**config.mk**
```make
export PLATFORM = sky130hd
export DESIGN_NAME = sram_access_controller
export DESIGN_NICKNAME = d
export VERILOG_FILES = /design/src/rtl/sram_ctrl_pkg.sv /design/src/rtl/sram_block_select.sv /design/src/rtl/sram_access_controller.sv
export SDC_FILE = /design/constraint.sdc
export NUM_CORES = 1
export LEC_CHECK = 0
export CAP_MARGIN = 10
export CELL_PAD_IN_SITES_DETAIL_PLACEMENT = 1
export CELL_PAD_IN_SITES_GLOBAL_PLACEMENT = 1
export CORE_MARGIN = 4
export CORE_UTILIZATION = 39
export CTS_CLUSTER_DIAMETER = 50
export CTS_CLUSTER_SIZE = 25
export DETAILED_ROUTE_END_ITERATION = 6
export GPL_TIMING_DRIVEN = 0
export PLACE_DENSITY_LB_ADDON = 0.1
export SYNTH_ARGS = -nofsm -noshare
export SYNTH_HDL_FRONTEND = slang
export SYNTH_HIERARCHICAL = 1
export SYNTH_SLANG_ARGS = --single-unit
export TNS_END_PERCENT = 1
```
**constraint.sdc**
```tcl
create_clock -name Clk -period 2.78 [get_ports Clk]
set_input_delay 0.556 -clock Clk [delete_from_list [all_inputs] [get_ports Clk]]
set_output_delay 0.556 -clock Clk [all_outputs]
set_load 0.02 [all_outputs]
```
**src/rtl/sram_ctrl_pkg.sv**
```systemverilog
`default_nettype none
// ============================================================================
// sram_ctrl_pkg : shared types and constants for the SRAM access controller.
// Revision      : 1.0
// ============================================================================
package sram_ctrl_pkg;

    typedef enum logic [2:0] {
        IDLE    = 3'd0,
        SETUP   = 3'd1,
        ACCESS  = 3'd2,
        DTACK   = 3'd3,
        RECOVER = 3'd4
    } state_t;

    localparam int NUM_BLOCKS    = 4;
    localparam int BLOCK_SEL_MSB = 16;
    localparam int BLOCK_SEL_W   = $clog2(NUM_BLOCKS);
    localparam int WAIT_CNT_W    = 4;
    localparam int REC_CNT_W     = 3;

    localparam logic [NUM_BLOCKS-1:0] CE_ALL_OFF = '1;
    localparam logic                  CTRL_OFF   = 1'b1;

endpackage
`default_nettype wire

```
**src/rtl/sram_block_select.sv**
```systemverilog
`default_nettype none
// ============================================================================
// sram_block_select : registered 2-to-4 active-low one-hot chip-enable decode.
// Revision          : 1.0
// ============================================================================
module sram_block_select
    import sram_ctrl_pkg::*;
(
    input  logic                   Clk,
    input  logic                   Reset_L,
    input  logic                   i_en,
    input  logic [BLOCK_SEL_W-1:0] i_sel,
    output logic [NUM_BLOCKS-1:0]  o_ce_l
);

    always_ff @(posedge Clk or negedge Reset_L) begin
        if (!Reset_L) begin
            o_ce_l <= CE_ALL_OFF;
        end else if (i_en) begin
            o_ce_l <= ~(NUM_BLOCKS'(1) << i_sel);
        end else begin
            o_ce_l <= CE_ALL_OFF;
        end
    end

endmodule
`default_nettype wire

```
**src/rtl/sram_access_controller.sv**
```systemverilog
`default_nettype none
// ============================================================================
// sram_access_controller : 68k bus-cycle sequencer for 4 x 64 KB SRAM blocks.
// Optional block-0 write protection with bus error: SRAM_WRITE_PROTECT_EN.
// Revision               : 1.0
// ============================================================================
module sram_access_controller
    import sram_ctrl_pkg::*;
#(
    parameter int WAIT_STATES     = 2,
    parameter int RECOVERY_CYCLES = 1
) (
    input  logic                  Clk,
    input  logic                  Reset_L,
    input  logic [16:0]           Address,
    input  logic                  AS_L,
    input  logic                  UDS_L,
    input  logic                  LDS_L,
    input  logic                  RW,
    input  logic                  SRamSelect_H,
`ifdef SRAM_WRITE_PROTECT_EN
    input  logic                  WriteProtect_H,
    output logic                  Berr_L,
`endif
    output logic [NUM_BLOCKS-1:0] Block_CE_L,
    output logic                  SRam_OE_L,
    output logic                  SRam_WE_L,
    output logic                  SRam_UB_L,
    output logic                  SRam_LB_L,
    output logic                  Dtack_L,
    output logic                  Busy_H
);

    state_t                 r_state, w_state_nxt;
    logic [WAIT_CNT_W-1:0]  r_wait_cnt;
    logic [REC_CNT_W-1:0]   r_rec_cnt;
    logic [BLOCK_SEL_W-1:0] r_blk, w_blk_nxt;
    logic                   r_rd, r_uds_l, r_lds_l, r_berr;
    logic                   w_rd_nxt, w_uds_nxt, w_lds_nxt, w_berr_nxt;
    logic                   w_start, w_latch, w_wp_hit, w_active;
    logic                   w_unused_addr;

    assign w_start       = !AS_L && SRamSelect_H && (!UDS_L || !LDS_L);
    assign w_latch       = (r_state == IDLE) && w_start;
    assign w_unused_addr = ^Address[BLOCK_SEL_MSB-BLOCK_SEL_W:0];

`ifdef SRAM_WRITE_PROTECT_EN
    assign w_wp_hit = WriteProtect_H && !RW &&
                      (Address[BLOCK_SEL_MSB -: BLOCK_SEL_W] == '0);
`else
    assign w_wp_hit = 1'b0;
`endif

    // Outputs are registered from the next state, so the request attributes
    // must be visible on the same edge that latches them.
    assign w_blk_nxt  = w_latch ? Address[BLOCK_SEL_MSB -: BLOCK_SEL_W] : r_blk;
    assign w_rd_nxt   = w_latch ? RW       : r_rd;
    assign w_uds_nxt  = w_latch ? UDS_L    : r_uds_l;
    assign w_lds_nxt  = w_latch ? LDS_L    : r_lds_l;
    assign w_berr_nxt = w_latch ? w_wp_hit : r_berr;

    always_ff @(posedge Clk or negedge Reset_L) begin
        if (!Reset_L) begin
            r_state <= IDLE;
        end else begin
            r_state <= w_state_nxt;
        end
    end

    always_comb begin
        w_state_nxt = r_state;
        case (r_state)
            IDLE: begin
                if (w_start) begin
                    w_state_nxt = w_wp_hit ? DTACK : SETUP;
                end
            end
            SETUP: begin
                w_state_nxt = AS_L ? RECOVER : ACCESS;
            end
            ACCESS: begin
                if (AS_L) begin
                    w_state_nxt = RECOVER;
                end else if (r_wait_cnt == '0) begin
                    w_state_nxt = DTACK;
                end
            end
            DTACK: begin
                if (AS_L) begin
                    w_state_nxt = RECOVER;
                end
            end
            RECOVER: begin
                if (r_rec_cnt <= REC_CNT_W'(1)) begin
                    w_state_nxt = IDLE;
                end
            end
            default: begin
                w_state_nxt = IDLE;
            end
        endcase
    end

    always_ff @(posedge Clk or negedge Reset_L) begin
        if (!Reset_L) begin
            r_wait_cnt <= '0;
            r_rec_cnt  <= '0;
            r_blk      <= '0;
            r_rd       <= 1'b1;
            r_uds_l    <= CTRL_OFF;
            r_lds_l    <= CTRL_OFF;
            r_berr     <= 1'b0;
        end else begin
            if (w_latch) begin
                r_blk   <= Address[BLOCK_SEL_MSB -: BLOCK_SEL_W];
                r_rd    <= RW;
                r_uds_l <= UDS_L;
                r_lds_l <= LDS_L;
                r_berr  <= w_wp_hit;
            end
            if (r_state == SETUP) begin
                r_wait_cnt <= WAIT_CNT_W'(WAIT_STATES);
            end else if ((r_state == ACCESS) && (r_wait_cnt != '0)) begin
                r_wait_cnt <= r_wait_cnt - WAIT_CNT_W'(1);
            end
            if ((w_state_nxt == RECOVER) && (r_state != RECOVER)) begin
                r_rec_cnt <= REC_CNT_W'(RECOVERY_CYCLES);
            end else if ((r_state == RECOVER) && (r_rec_cnt != '0)) begin
                r_rec_cnt <= r_rec_cnt - REC_CNT_W'(1);
            end
        end
    end

    // A protected write reaches DTACK without ever touching the devices.
    assign w_active = ((w_state_nxt == SETUP) || (w_state_nxt == ACCESS) ||
                       (w_state_nxt == DTACK)) && !w_berr_nxt;

    always_ff @(posedge Clk or negedge Reset_L) begin
        if (!Reset_L) begin
            SRam_OE_L <= CTRL_OFF;
            SRam_WE_L <= CTRL_OFF;
            SRam_UB_L <= CTRL_OFF;
            SRam_LB_L <= CTRL_OFF;
            Dtack_L   <= CTRL_OFF;
            Busy_H    <= 1'b0;
        end else begin
            SRam_OE_L <= !(w_active && w_rd_nxt);
            SRam_WE_L <= !(w_active && !w_rd_nxt && (w_state_nxt == ACCESS));
            SRam_UB_L <= w_active ? w_uds_nxt : CTRL_OFF;
            SRam_LB_L <= w_active ? w_lds_nxt : CTRL_OFF;
            Dtack_L   <= !(w_active && (w_state_nxt == DTACK));
            Busy_H    <= (w_state_nxt != IDLE);
        end
    end

`ifdef SRAM_WRITE_PROTECT_EN
    always_ff @(posedge Clk or negedge Reset_L) begin
        if (!Reset_L) begin
            Berr_L <= CTRL_OFF;
        end else begin
            Berr_L <= !(w_berr_nxt && (w_state_nxt == DTACK));
        end
    end
`endif

    sram_block_select u_block_select (
        .Clk     (Clk),
        .Reset_L (Reset_L),
        .i_en    (w_active),
        .i_sel   (w_blk_nxt),
        .o_ce_l  (Block_CE_L)
    );

endmodule
`default_nettype wire

```
## Word level (Yosys, flattened, before mapping)

Index checks and enable logic that the tools add are counted.

| storage, ports and cells | value |
|---|---|
| register bits after elaboration | 26 |
| bits in latches | 0 |
| RAM bits | 0 |
| ROM bits | 0 |
| input port bits | 24 |
| output and inout port bits | 10 |
| logic and storage cells | 77 |
| memories | 0 |

| operators by class | value |
|---|---|
| add/subtract/negate cells | 2 |
| multiply operators | 0 |
| divide/modulo/power cells | 0 |
| $lt $le $gt $ge | 1 |
| equal/unequal tests | 9 |
| shift operators | 1 |
| mux-type cells | 19 |
| bitwise gates (word level) | 1 |
| reductions and logical operators | 29 |

Operators with widths:

| kind | number |
|---|---|
| 3-bit 2-to-1 mux | 8 |
| 3-bit one-hot mux with 5 select lines | 1 |
| 3-bit by 2-bit == test with 1-bit output (second input constant) | 4 |
| 4-bit 2-to-1 mux | 3 |
| 1-bit logical AND | 11 |
| 1-bit zero test | 8 |
| 3-bit by 1-bit == test with 1-bit output (second input constant) | 2 |
| 3-bit == test (second input constant) | 2 |
| 1-bit 2-to-1 mux | 6 |
| 3-bit nonzero test | 2 |
| 4-bit zero test | 1 |
| 4-bit inverter | 1 |
| 2-bit nonzero test | 2 |
| 4-bit nonzero test | 1 |
| 1-bit by 2-bit << shifter with 4-bit output (first input constant) | 1 |
| 4-bit by 1-bit subtractor with 4-bit output (second input constant) | 1 |
| 3-bit by 1-bit less-or-equal comparator with 1-bit output (second input constant) | 1 |
| 3-bit zero test | 1 |
| 1-bit logical OR | 3 |
| 3-bit != test (second input constant) | 1 |
| 3-bit by 1-bit subtractor with 3-bit output (second input constant) | 1 |
| 2-bit 2-to-1 mux | 1 |

## Longest topological paths before layout

Gate-level depths: netlist of the first run.

| depth | value |
|---|---|
| depth in word-level cells | 12 |
| gate-level depth with buffers | 6 |
| depth with buffers taken out | 6 |

## Cells and area by module

Netlist of the first run, hierarchy kept.

Modules (own cells, without submodules):

| module | instances | cells each | area each (um2) |
|---|---|---|---|
| sram_access_controller | 1 | 100 | 1,103.6 |
| sram_block_select | 1 | 8 | 133.9 |

## Least setup slack after synthesis of the first run

Ideal clock, no wire load.

| timing | value |
|---|---|
| kind | input-to-reg |
| start | input port SRamSelect_H |
| end | register u_block_select.o_ce_l[0] |
| library setup time | 0.088 ns |
| arrival | 1.582 ns |
| required time | 2.692 ns |
| path slack | 1.110 ns |
| stages | 4 |
| cells stage by stage | a21boi_2 > nand3_4 > mux2_2 > or3b_1 |

| on the way | value |
|---|---|
| elaborated cells between the ends (all ways) | 17 |

RTL lines:

| what | RTL line | text |
|---|---|---|
| start: declaration | sram_access_controller.sv:20 | `input logic SRamSelect_H,` |
| 1-bit logical AND (2 in a row) | sram_access_controller.sv:43 | `assign w_start = !AS_L && SRamSelect_H && (!UDS_L \|\| !LDS_L);` |
| 1-bit logical AND | sram_access_controller.sv:44 | `assign w_latch = (r_state == IDLE) && w_start;` |
| 2-bit 2-to-1 mux | - |  |
| net w_blk_nxt[1] | sram_access_controller.sv:37 | `logic [BLOCK_SEL_W-1:0] r_blk, w_blk_nxt;` |
| 1-bit by 2-bit << shifter with 4-bit output | sram_block_select.sv:20 | `o_ce_l <= ~(NUM_BLOCKS'(1) << i_sel);` |
| 4-bit inverter | sram_block_select.sv:20 |  |
| 4-bit 2-to-1 mux | sram_block_select.sv:19 | `end else if (i_en) begin` |
| end signal: assignment | sram_block_select.sv:20 |  |
| end: declaration | sram_block_select.sv:13 | `output logic [NUM_BLOCKS-1:0] o_ce_l` |

The timed path passes the listed nets, and every way through them passes these cells.
A chain may end at the register's enable or synchronous reset.

## Final worst setup path of the first run

| timing | value |
|---|---|
| start | input port AS_L |
| end | register u_block_select.o_ce_l[0] |

| on the way | value |
|---|---|
| elaborated cells between the ends (all ways) | 21 |

RTL lines:

| what | RTL line | text |
|---|---|---|
| start: declaration | sram_access_controller.sv:16 | `input logic AS_L,` |
| 1-bit zero test | sram_access_controller.sv:43 |  |
| 1-bit logical AND (2 in a row) | sram_access_controller.sv:43 |  |
| 1-bit logical AND | sram_access_controller.sv:44 |  |
| 2-bit 2-to-1 mux | - |  |
| net w_blk_nxt[1] | sram_access_controller.sv:37 |  |
| 1-bit by 2-bit << shifter with 4-bit output | sram_block_select.sv:20 |  |
| 4-bit inverter | sram_block_select.sv:20 |  |
| 4-bit 2-to-1 mux | sram_block_select.sv:19 |  |

The timed path passes the listed nets, and every way through them passes these cells.

==> impl_summary.md, run 1 <==
Critical path
Of all nets on the critical path, the largest fanout is 6. Walking the worst path, the cells encountered are clkdlybuf4s50_1 -> nor2_1 -> nand3_4 -> mux2_2 -> or3b_1. The worst setup path is captured at a register.

The critical path is of the in2reg type. On the worst path, the slowest cell contributes a delay of a little under 0.5 ns. The library cell contributing the largest single delay on the critical path is sky130_fd_sc_hd__clkdlybuf4s50_1.

For the worst setup path, the data arrival time is between 2 and 2.5 ns. The kind of start point of the critical path is an input pin. Data on the critical path is required at its endpoint by about 3.0 ns.

Die
The die span in x is between 60 and 70 microns. The number of top-level design ports is 34. The number of cell rows is 20.

The die height is between 60 and 70 microns. The die outline area is between 4000 and 5000 sq um. The initial utilization of the core area, before any placement, comes to between 40 and 50%. The region available for standard cell placement spans around 3100 sq um.

Synthesis
The share of synthesized flip-flops with an asynchronous set or reset is 100%. Yosys instantiated no cell more often than sky130_fd_sc_hd__dfrtp_1. The synthesized net count is about 140. Counting instances in the post-synthesis netlist gives the leading cell types as sky130_fd_sc_hd__dfrtp_1 (14), sky130_fd_sc_hd__dfstp_2 (12), sky130_fd_sc_hd__a21oi_1 (7), sky130_fd_sc_hd__inv_1 (7), sky130_fd_sc_hd__o21ai_0 (7).

Synthesis handed over a netlist of 108 instances. Synthesis instantiated 40 different standard cells from the library. In this run, synthesis inferred 0 flip-flops with an integrated enable. The mean cell area of the mapped netlist is around 11 sq um. The top flip-flop cell by instance count after synthesis is sky130_fd_sc_hd__dfrtp_1. The fraction of the yosys area taken by sequential cells is 53.8%. The most area-hungry cell type in the Yosys netlist is sky130_fd_sc_hd__dfrtp_1.

Synthesis inferred 26 register bits. Sorting the synthesized cells by area gives the leading types as sky130_fd_sc_hd__dfrtp_1 (28%), sky130_fd_sc_hd__dfstp_2 (25%), sky130_fd_sc_hd__mux2_2 (4.6%). Summed over its instances, the top area cell type makes up ~28% of the synthesized netlist area. The synthesized netlist occupies a cell area of about 1200 sq um. The count of synthesis-stage warnings from yosys is 6.

Cells and area
The multi-input combinational cells in the finished layout cover a total of between 500 and 600 sq um. Across the whole layout, storage elements account for 666 sq um. 0 antenna diodes ended up in the layout. The count of fill cells added during filler insertion is ~350.

The layout net count is 160. Relative to the synthesized area, the layout overhead comes to 25.1%. For this run, the number of standard cells in the final layout without fillers is roughly 180.

The share of final-layout standard cells stronger than drive strength 1 is about a quarter.

STA
The setup TNS is 0 ns. For the pin with the worst max-slew slack, the measured transition is roughly 0.48 ns. The number of hold-slack violations in the final timing report is 0. Setup repair after global routing left no endpoint under its margin. In the finished design, the share of the clock period the worst path needs comes to about 74%. The post-layout minimum cycle time is ~2.0 ns.

The largest clock skew in the final design is 0.00523 ns. The final-report max-slew violation count is 0. The worst-case hold slack is 0.521 ns. Setup violations remaining at the end of the flow were counted as 0. Static timing analysis puts the maximum clock frequency at ~0.5 GHz.

The headroom to the max-slew limit is 68.1%.

Place
The count of buffers added on input and output ports is 18. The final estimated routing congestion in global placement is approximately 0.83. Counting tap cells, the placed design contains a total of 170 instances. Once detailed placement completed, the half-perimeter wirelength came to roughly 1800 microns.

Run
The number of maximum-capacitance constraint violations is 0.

Min path
The path class of the lowest-slack min-delay path is reg2reg.

Clocking
The number of buffers inserted by hold repair at cts is 0. The number of H-tree branching levels is 1. At the later pin of the worst-skew pair, clock insertion delay measures about 0.32 ns. Once the clock tree was built, the setup fixing pass inserted 0 buffers. The TritonCTS clock tree is yes. Clock-pin slew was measured on the worst setup and hold paths at around 0.15 ns.

Clock tree synthesis found a total of 26 sinks. The total clock buffers created by CTS is 3. The clock root buffer master is sky130_fd_sc_hd__clkbuf_4.

The maximum clock path buffer count is 2. Post-CTS repair changed the size of 0 cells.

Global route
After global routing the overflow that remains totals 0. Global routing used ~14% of the available tracks across all layers. The number of global-route vias before repair is between 900 and 1000. The pin count of the biggest net entering global routing is 27. The wire length of the first global-routing pass is 4430 microns. The number of antenna violations at the first check in global routing is 0.

Route
The DRC violation count after routing is 0. In the routed layout, each cell is associated on average with a via count of roughly 5.0. Summed over all layers, the routed wires come to roughly 2400 microns. The number of nets with antenna violations after routing is 0. The overall via count from detail_route is slightly below 900. After detailed routing, the average wire length per cell comes to 13.8 microns. The number of search-and-repair iterations in the first detailed-routing pass is 3.

The violation count after the first detailed-routing iteration is 15.

Outcome
The run finished with clean final reports.

Pwr
IR analysis of the VDD net gives a maximum drop of between 0.3 and 0.4 mV. In this run the power density over the cells is 812 nW/um^2. Summed over all cells, the static leakage comes to 0.647 nW.
-- worst paths after layout --
check                                           from                                 end  slack (ns)  cells past startpoint
hold / removal             r_wait_cnt[0]$_DFFE_PN0P_           r_wait_cnt[0]$_DFFE_PN0P_        0.52                      1
hold reg to reg            r_wait_cnt[0]$_DFFE_PN0P_           r_wait_cnt[0]$_DFFE_PN0P_        0.52                      1
setup / recovery                                AS_L  u_block_select/o_ce_l[0]$_DFF_PN1_        0.74                      5
setup reg to reg                r_state[2]$_DFF_PN0_  u_block_select/o_ce_l[0]$_DFF_PN1_        1.02                      4
max in group asynchronous                    Reset_L                      r_rd$_DFF_PN1_        1.71                      2
min in group asynchronous                    Reset_L            r_rec_cnt[2]$_DFFE_PN0P_        0.53                      1
-- worst max-delay path, delay by kind of cell --
| kind | cells | cell delay, ns |
|---|---|---|
| buf+inv | 1 | 0.49 |
| mux | 1 | 0.36 |
| simple gates | 3 | 0.90 |
-- layout by cell type, fill, tap and decap left out, types with 2 or more instances in the layout --
cell type                          n
sky130_fd_sc_hd__a21oi_1           7
sky130_fd_sc_hd__dfrtp_1          14
sky130_fd_sc_hd__mux2i_1           4
sky130_fd_sc_hd__nor2_1            5
sky130_fd_sc_hd__dfstp_2          12
sky130_fd_sc_hd__o21ai_0           7
sky130_fd_sc_hd__nor3b_1           4
sky130_fd_sc_hd__clkdlybuf4s50_1  18
sky130_fd_sc_hd__nor3_1            4
sky130_fd_sc_hd__inv_1             7
sky130_fd_sc_hd__nand3b_1          2
sky130_fd_sc_hd__clkbuf_4          3
sky130_fd_sc_hd__mux2_2            5
sky130_fd_sc_hd__nand2_1           4
sky130_fd_sc_hd__nand3_1           2
sky130_fd_sc_hd__a211oi_1          2
sky130_fd_sc_hd__ha_1              4
-- sequential cells by signal, summed over array words and instances (netlist names), 2 cells and up --
name	flops
r_wait_cnt	4
r_blk	2
u_block_select/o_ce_l	4
r_state	3
r_rec_cnt	3
-- cell type report --
type | count | share of cell area (%)
inverter | 7 | 1.70
clock buffer | 4 | 3.07
sequential | 26 | 43.0
buffer | 4 | 1.78
multi-input combinational | 71 | 33.5
timing repair buffer | 19 | 13.4
tap | 44 | 3.56
-- cell families after synthesis --
kind of cell	Yosys count	share of synthesized area (%)
simple gates	38	20.4
flops	26	53.8
compound gates	20	9.61
buf+inv	11	4.35
mux	9	7.79
fa+ha+maj	4	4.04
-- routing by layer --
layer,vias to the layer above,global-route usage (%),routed length (microns)
li1,427,-,-
met1,436,18.4,1180
met2,16,21.5,1130
met3,4,2.64,75
met4,0,5.54,26
met5,-,0,0
-- where the power goes --
group	leakage (nW)	switching, mW	total, mW	internal (mW)
sequential	0.303	0.0650	0.576	0.511
combinational	0.318	0.241	0.454	0.213
clock	0.0261	0.117	0.227	0.110
-- metrics by stage --
step / util [%] / setup slack (ns) / power [mW] / cell area (sq um)
detailed placement: 48.2 / 0.409 / 1.04 / 1470
floorplan: - / 1.11 / 0.889 / 1240
CTS: 49.8 / 0.721 / 1.27 / 1520
global route: 50.7 / 0.656 / 1.38 / 1550
finish: 50.7 / 0.735 / 1.26 / 1550
global placement: 48.2 / 0.417 / 1.02 / 1470
No activity file was read; power rests on OpenSTA's default activity.
==> run 2: changes to the inputs <==
--- a/config.mk
+++ b/config.mk
@@ -9,7 +9,7 @@
 export CELL_PAD_IN_SITES_DETAIL_PLACEMENT = 1
 export CELL_PAD_IN_SITES_GLOBAL_PLACEMENT = 1
 export CORE_MARGIN = 4
-export CORE_UTILIZATION = 39
+export CORE_UTILIZATION = 36
 export CTS_CLUSTER_DIAMETER = 50
 export CTS_CLUSTER_SIZE = 25
 export DETAILED_ROUTE_END_ITERATION = 6
==> constraint.sdc (replaced) <==
create_clock -name Clk -period 2.05 [get_ports Clk]
set_input_delay 0.41 -clock Clk [delete_from_list [all_inputs] [get_ports Clk]]
set_output_delay 0.41 -clock Clk [all_outputs]
set_load 0.02 [all_outputs]
==> run 2 against run 1 <==
Net effect:
- critical endpoint is now SRam_WE_L
- count of clock-buffer cells in the layout stayed put
- wire length is 2.8% higher
- hold slack worse by 0.089 ns
==> impl_summary.md, run 2 (synthesis results as in run 1) <==
Critical path
The required time reported for the critical path endpoint is 1.64 ns (-1.40 ns). The category of cells accounting for the largest share of critical-path delay is buffers and inverters. The delay of the slowest cell on the worst path is 0.60 ns (+0.11 ns). The worst-path maximum fanout is 1 (-5). The data arrival at the endpoint of the critical path is 1.46 ns (-0.85 ns). The type of destination of the critical path is a primary output.

The library cell contributing the largest single delay on the critical path is sky130_fd_sc_hd__clkdlybuf4s50_1. The worst setup path is launched from a register. The sum of buffers and inverters on the critical path is 1 (unchanged).

The critical path goes through clkdlybuf4s50_1. The classification of the worst setup path is reg2out.

Pwr
The maximum vdd ir drop is 0.482 mV (+55%). The leakage power was 0.647 nW (unchanged). The power density over cell area is 1100 nW/um^2 (+36%).

Route
The detailed-route wire length per cell is 14.0 microns (+1.7%). The number of search-and-repair iterations in the first detailed-routing pass came to 2 (-1). The overall via count from detail_route is 886 (+0.34%).

The DRC violation count after routing came to 0 (unchanged). The mean number of vias per cell was 5.01 (-0.79%). The violation count after the first detailed-routing iteration is 7 (-8). The sum of routed wire length over all layers is 2480 microns (+2.8%). The number of nets with antenna violations after routing is 0 (unchanged).

Die
The die outline area is 4440 sq um (+7.3%). The die height is 66.6 microns (+3.6%). The number of top-level design ports is 34 (unchanged). The effective utilization at floorplan is 37.1% (-3.4 points).

The number of cell rows is 21 (+5.0%). The placeable core region was 3340 sq um (+9.3%). The die span in x is 66.6 microns (+3.6%).

Cells and area
The largest registers in the layout are r_wait_cnt: 4 flops, u_block_select/o_ce_l: 4 flops. The share of final-layout standard cells stronger than drive strength 1 is 24.4% (unchanged). The antenna diode count is 0 (unchanged). The layout net count is 160 (unchanged). Compared with the post-synthesis result, the final layout area differs by 25.3%. The top cell types in the final layout, fill and taps aside, are sky130_fd_sc_hd__clkdlybuf4s50_1 (18), sky130_fd_sc_hd__dfrtp_1 (14), sky130_fd_sc_hd__dfstp_2 (12). The summed area of non-filler cells in the final layout is 1550 sq um (+0.16%).

The leading cell type in the layout, fill and taps excluded is sky130_fd_sc_hd__clkdlybuf4s50_1.

STA
Dividing the final minimum period by the clock period gives between 90 and 100%. The number of setup violations in the final report is 0 (unchanged). The headroom to the max-slew limit is 60.7% (-7.4 points).

The post-layout minimum cycle time is 1.87 ns. The number of hold-slack violations in the final timing report is 0 (unchanged). The worst-case hold slack came to 0.432 ns (-0.0889 ns).

The timing-limited maximum frequency is 0.535 GHz. The largest clock skew in the final design is 0.00716 ns (+0.00193 ns). The final-report max-slew violation count came to 0 (unchanged).

The transition at the pin with the smallest max-transition slack is 0.588 ns (+0.111 ns). Setup repair after global routing left no endpoint under its margin.

Clocking
The number of buffers inserted by hold repair at cts is 0 (unchanged). The number of sinks on the clock net was 26 (unchanged). The TritonCTS clock tree is yes. The number of H-tree branching levels is 1 (unchanged).

The number of cells upsized or downsized after cts is 0 (unchanged). The post-CTS setup buffer count came to 0 (unchanged). The clock latency on the worst-skew pair is 0.32 ns (about the same). The clock-pin transition on the worst setup and hold timing paths is 0.15 ns (about the same). The maximum clock path buffer count was 2 (unchanged).

The total clock buffers created by CTS came to 3 (unchanged). The root buffer cell chosen for the clock tree is sky130_fd_sc_hd__clkbuf_4.

Place
The instance area after placement came to 1480 sq um (+0.17%). The HPWL after detailed placement was 1840 microns (+4.4%). The final estimated routing congestion in global placement is 0.721 (-13%). The count of input and output buffers is 18 (unchanged).

Global route
The number of global-route vias before repair is 979 (+4.8%). The overall fraction of global-route tracks in use was 13.1% (-0.54 points). The number of antenna violations at the first check in global routing is 0 (unchanged). The pin count of the biggest net entering global routing came to 27 (unchanged).

The wire length of the first global-routing pass was 4440 microns (+0.16%). The total congestion overflow was 0 (unchanged).

Min path
The path class of the lowest-slack min-delay path is in2async.

Outcome
The run finished with clean final reports.

Run
The number of maximum-capacitance constraint violations is 0 (unchanged).
==> run 2: cell counts in the layout (fill, tap and decap cells not counted) <==
No cell type changed its count.
==> run 2: layout make-up <==
cell class	instances	area [sq um]
Sequential cell	26	666
Fill cell	384	1790
Clock buffer	4	47.5
Multi-Input combinational cell	71	518
Inverter	7	26.3
Tap cell	46	57.6
Buffer	4	27.5
Timing Repair Buffer	19	208
==> run 2: per-layer routing <==
| layer | vias to the layer above | global-route usage, % | part of all wire, % |
|---|---|---|---|
| met5 | - | 0 | 0 |
| met4 | 0 | 3.05 | 0.56 |
| met3 | 2 | 3.54 | 1.7 |
| met2 | 10 | 24.0 | 53 |
| met1 | 449 | 15.0 | 45 |
| li1 | 425 | - | - |
==> run 2: power by group <==
part	switching, mW	internal [mW]	total (mW)
registers	0.0902	0.693	0.783
clock network	0.160	0.149	0.309
logic	0.326	0.290	0.615
total	0.576	1.13	1.71
==> run 2: per-stage QoR <==
| step | power (mW) | util [%] | TNS (ns) | setup slack, ns | instances |
|---|---|---|---|---|---|
| 2_1_floorplan | 1.21 | - | 0 | 0.477 | 108 |
| 3_3_place_gp | 1.38 | 44.2 | -0.145 | -0.145 | 172 |
| 3_5_place_dp | 1.41 | 44.2 | -0.171 | -0.171 | 172 |
| 4_1_cts | 1.73 | 45.6 | 0 | 0.148 | 176 |
| 5_1_grt | 1.85 | 46.5 | 0 | 0.111 | 177 |
| 6_report | 1.71 | 46.5 | 0 | 0.179 | 177 |
==> run 2: final timing paths <==
check / startpoint / end / slack (ns) / depth (start not counted)
max: SRam_WE_L$_DFF_PN1_ / SRam_WE_L / 0.18 / 1
min: Reset_L / Busy_H$_DFF_PN0_ / 0.43 / 1
max reg2reg: r_state[0]$_DFF_PN0_ / u_block_select/o_ce_l[0]$_DFF_PN1_ / 0.29 / 5
min reg2reg: r_wait_cnt[0]$_DFFE_PN0P_ / r_wait_cnt[0]$_DFFE_PN0P_ / 0.53 / 1
max in group asynchronous: Reset_L / Dtack_L$_DFF_PN1_ / 1.04 / 2
min in group Clk: r_wait_cnt[0]$_DFFE_PN0P_ / r_wait_cnt[0]$_DFFE_PN0P_ / 0.53 / 1
==> run 3: changes to the inputs <==
--- a/config.mk
+++ b/config.mk
@@ -9,7 +9,7 @@
 export CELL_PAD_IN_SITES_DETAIL_PLACEMENT = 1
 export CELL_PAD_IN_SITES_GLOBAL_PLACEMENT = 1
 export CORE_MARGIN = 4
-export CORE_UTILIZATION = 36
+export CORE_UTILIZATION = 33
 export CTS_CLUSTER_DIAMETER = 50
 export CTS_CLUSTER_SIZE = 25
 export DETAILED_ROUTE_END_ITERATION = 6
==> constraint.sdc (replaced) <==
create_clock -name Clk -period 1.54 [get_ports Clk]
set_input_delay 0.308 -clock Clk [delete_from_list [all_inputs] [get_ports Clk]]
set_output_delay 0.308 -clock Clk [all_outputs]
set_load 0.02 [all_outputs]
==> run 3 against run 2 <==
Net effect:
- the run now ends with negative setup slack left
- setup slack worse by 0.21 ns
- core utilization grew 4.3 points
- sequential share of layout area is 5.1 points lower
- cell area rose by 13%
- register-to-register slack lost 0.32 ns
- count of clock-buffer cells in the layout is the same
- highest routed layer unchanged
- critical endpoint is now u_block_select/o_ce_l[0]$_DFF_PN1_
- sequential cell count stayed put
- hold slack worse by 0.020 ns
- via count is 8.0% higher
==> impl_summary.md, run 3 (synthesis results as in run 1) <==
Route
The length of routed met2 wiring is 1480 microns (+13%). The sum of routed wire length over all layers was 2810 microns (+13%). The number of search-and-repair iterations in the first detailed-routing pass was 4 (+2).

The detailed-route wire length per cell is 14.7 microns (+4.6%). The DRC violation count after routing is 0 (unchanged). The met1 wire length is 1220 microns (+9.8%). The routed length on met3 is 85 microns (+98%). The overall via count from detail_route is 957 (+8.0%). The violation count after the first detailed-routing iteration came to 9 (+2). The detailed router used layers up to and including met4. The mean number of vias per cell came to 4.98 (-0.43%). The number of nets with antenna violations after routing came to 0 (unchanged).

Clocking
The maximum clock path buffer count is 2 (unchanged). The number of buffers inserted by hold repair at cts is 0 (unchanged). The clock-pin transition on the worst setup and hold timing paths came to 0.09 ns (-0.06 ns). The number of sinks on the clock net is 26 (unchanged). The TritonCTS clock tree is yes. The total clock buffers created by CTS is 3 (unchanged). The clock latency on the worst-skew pair was 0.27 ns (-0.05 ns). The number of H-tree branching levels is 1 (unchanged). The clock root buffer master is sky130_fd_sc_hd__clkbuf_8.

Cells and area
The library cell used most frequently in the layout, excluding fill and tap cells, is sky130_fd_sc_hd__buf_4. The post-route core utilization came to 50.7% (+4.3 points). The share of final-layout standard cells stronger than drive strength 1 was 39.0% (+15 points). In the final layout, the registers with the most flip-flops are r_wait_cnt: 4 flops, u_block_select/o_ce_l: 4 flops. The library cells used most frequently in the layout, excluding fill and tap cells, are sky130_fd_sc_hd__buf_4 (15), sky130_fd_sc_hd__dfrtp_1 (14), sky130_fd_sc_hd__dfstp_2 (12).

The final cell count without fillers is 192 (+8.5%). The layout net count is 175 (+9.4%). The count of fill cells added during filler insertion came to 394 (+2.6%). Compared with the post-synthesis result, the final layout area differs by 42.2%.

The antenna diode count is 0 (unchanged).

Die
The effective utilization at floorplan is 35.7% (-1.4 points). The die span in x was 69.2 microns (+3.9%). The die height is 69.2 microns (+3.9%).

The placeable core region is 3470 sq um (+3.9%). The number of top-level design ports was 34 (unchanged). The number of cell rows is 21 (unchanged). The die outline area came to 4790 sq um (+8.0%).

STA
The share of the clock period used by the worst path is 102%. The headroom to the max-slew limit was 57.6% (-3.1 points). The largest clock skew in the final design was 0.00256 ns (-0.00460 ns).

The number of setup violations in the final report came to 1 (+1). The number of hold-slack violations in the final timing report is 0 (unchanged). The post-layout worst setup margin came to -0.0350 ns (-0.214 ns). Setup repair after global routing could not meet its margin everywhere. The final-report max-slew violation count is 0 (unchanged).

After layout, the minimum clock period comes to between 1.5 and 2 ns. The transition at the pin with the smallest max-transition slack is 0.633 ns (+0.0460 ns). The timing-limited maximum frequency is around 0.63 GHz.

Outcome
The checks that failed: negative setup slack. The flow ran to the end, but the final reports show violations.

Place
The count of input and output buffers is 18 (unchanged). The final estimated routing congestion in global placement came to 0.762 (+5.7%). The HPWL after detailed placement was 1880 microns (+1.8%).

The number of placed instances with taps included is 172 (unchanged).

Critical path
The worst-case reg-to-reg path depth is 5 (unchanged). The library cell contributing the largest single delay on the critical path is sky130_fd_sc_hd__dfrtp_1. Walking the worst path, the cells encountered are buf_6 -> nor2_4 -> nand3_4 -> mux2_4 -> or3b_1.

The worst setup path is launched from a register. The startpoint of the most critical register-to-register path is r_state[0]$_DFF_PN0_. The data arrival at the endpoint of the critical path is 1.78 ns (+0.32 ns). The delay of the slowest cell on the worst path came to 0.38 ns (-0.22 ns). The required time reported for the critical path endpoint is 1.74 ns (+0.10 ns).

The worst-path maximum fanout came to 6 (+5). The slack of the worst reg-to-reg path came to -0.03 ns (-0.32 ns). The critical path is of the reg2reg type. The endpoint of the worst-slack reg-to-reg timing path is u_block_select/o_ce_l[0]$_DFF_PN1_. STA classifies the critical path endpoint as a register.

Min path
The depth of the worst hold-timing path is 2. The min-delay analysis places its worst path in the category in2reg. In this run the most critical hold path is launched from UDS_L. The worst-case hold path end point is r_uds_l$_DFF_PN1_.

Global route
The number of antenna violations at the first check in global routing is 0 (unchanged). The overall fraction of global-route tracks in use is 12.2% (-0.91 points). The pin count of the biggest net entering global routing is 27 (unchanged). The wire length of the first global-routing pass is 4750 microns (+7.0%).

The number of global-route vias before repair was 984 (+0.51%). The total congestion overflow is 0 (unchanged).

Pwr
The net load switching power is 0.869 mW (+51%). The portion of total power attributed to sequential cells is 40.0% (-5.9 points). The share of total power in the clock network was 19.3% (+1.2 points). The switching share of total power was 33.1% (-0.61 points). The logic gate share of total power is 40.8% (+4.7 points). The power density over cell area is 1490 nW/um^2 (+36%).

The leakage power came to 0.781 nW (+21%). The internal cell power came to 1.76 mW (+55%). The maximum vdd ir drop was 0.697 mV (+45%).

Run
The number of maximum-capacitance constraint violations is 0 (unchanged).
-- run 3: cell count changes in the layout (fill, tap and decap cells not counted), sizes merged --
| cell | change |
|---|---|
| dlymetal6s2s | +5 |
| clkdlybuf4s50 | -14 |
| dlygate4sd2 | +9 |
| buf | +15 |
-- run 3: timing repair --
action | in CTS | in global routing
buffers inserted | 3 | 12
gates resized for setup | 18 | 15
pin swaps | 3 | 8
setup endpoints to repair | 18 | 8
-- run 3: worst max-delay path: cells and delay by family (launching register included) --
family / cells / cell delay [ns]
DFF: 1 / 0.38
buffers and inverters: 1 / 0.13
muxes: 1 / 0.34
and+or+nand+nor: 3 / 0.65
-- run 3: area by class of cell --
cell class | instances | area [sq um] | share of cell area (%)
repair buffers | 34 | 322 | 18.3
multi-input cells | 71 | 591 | 33.6
inverters | 7 | 26.3 | 1.49
plain buffers | 4 | 31.3 | 1.78
flip-flops and latches | 26 | 666 | 37.8
clock buffers | 4 | 66.3 | 3.77
well taps | 46 | 57.6 | 3.27
-- run 3: power by group through the flow --
stage	registers [mW]	clock network, mW	logic (mW)
after floorplan	1.08	0	0.522
after global routing	1.08	0.551	1.21
final	1.05	0.505	1.07
after CTS	1.05	0.528	0.883
after detailed placement	1.06	0	0.836
after global placement	1.05	0	0.796
-- run 3: metrics by stage --
| stage | power [mW] | hold slack [ns] | setup WS (ns) | setup TNS, ns | cell area [sq um] |
|---|---|---|---|---|---|
| finish | 2.62 | 0.412 | -0.0350 | -0.0350 | 1760 |
| global placement | 1.84 | 0.499 | -0.589 | -5.86 | 1480 |
| CTS | 2.46 | 0.536 | -0.178 | -0.178 | 1590 |
| detailed placement | 1.89 | 0.505 | -0.611 | -6.82 | 1480 |
| floorplan | 1.60 | 0.0124 | -0.0329 | -0.0329 | 1240 |
| global route | 2.85 | 0.416 | -0.0997 | -0.142 | 1760 |
-- run 3: worst max path at each step --
| stage | depth (start not counted) | endpoint | slack (ns) | start |
|---|---|---|---|---|
| 2_1_floorplan | 5 | u_block_select/o_ce_l[0]$_DFF_PN1_ | -0.03 | r_state[0]$_DFF_PN0_ |
| 3_3_place_gp | 5 | u_block_select/o_ce_l[0]$_DFF_PN1_ | -0.59 | AS_L |
| 3_5_place_dp | 5 | u_block_select/o_ce_l[0]$_DFF_PN1_ | -0.61 | AS_L |
| 4_1_cts | 5 | u_block_select/o_ce_l[0]$_DFF_PN1_ | -0.18 | SRamSelect_H |
| 5_1_grt | 5 | u_block_select/o_ce_l[0]$_DFF_PN1_ | -0.1 | r_state[0]$_DFF_PN0_ |
| 6_report | 5 | u_block_select/o_ce_l[0]$_DFF_PN1_ | -0.03 | r_state[0]$_DFF_PN0_ |
-- run 3: per-layer routing --
metal	vias up	track usage, %
met3	4	2.46
met4	0	5.21
met5	-	0
met1	478	14.9
li1	459	-
met2	16	20.9
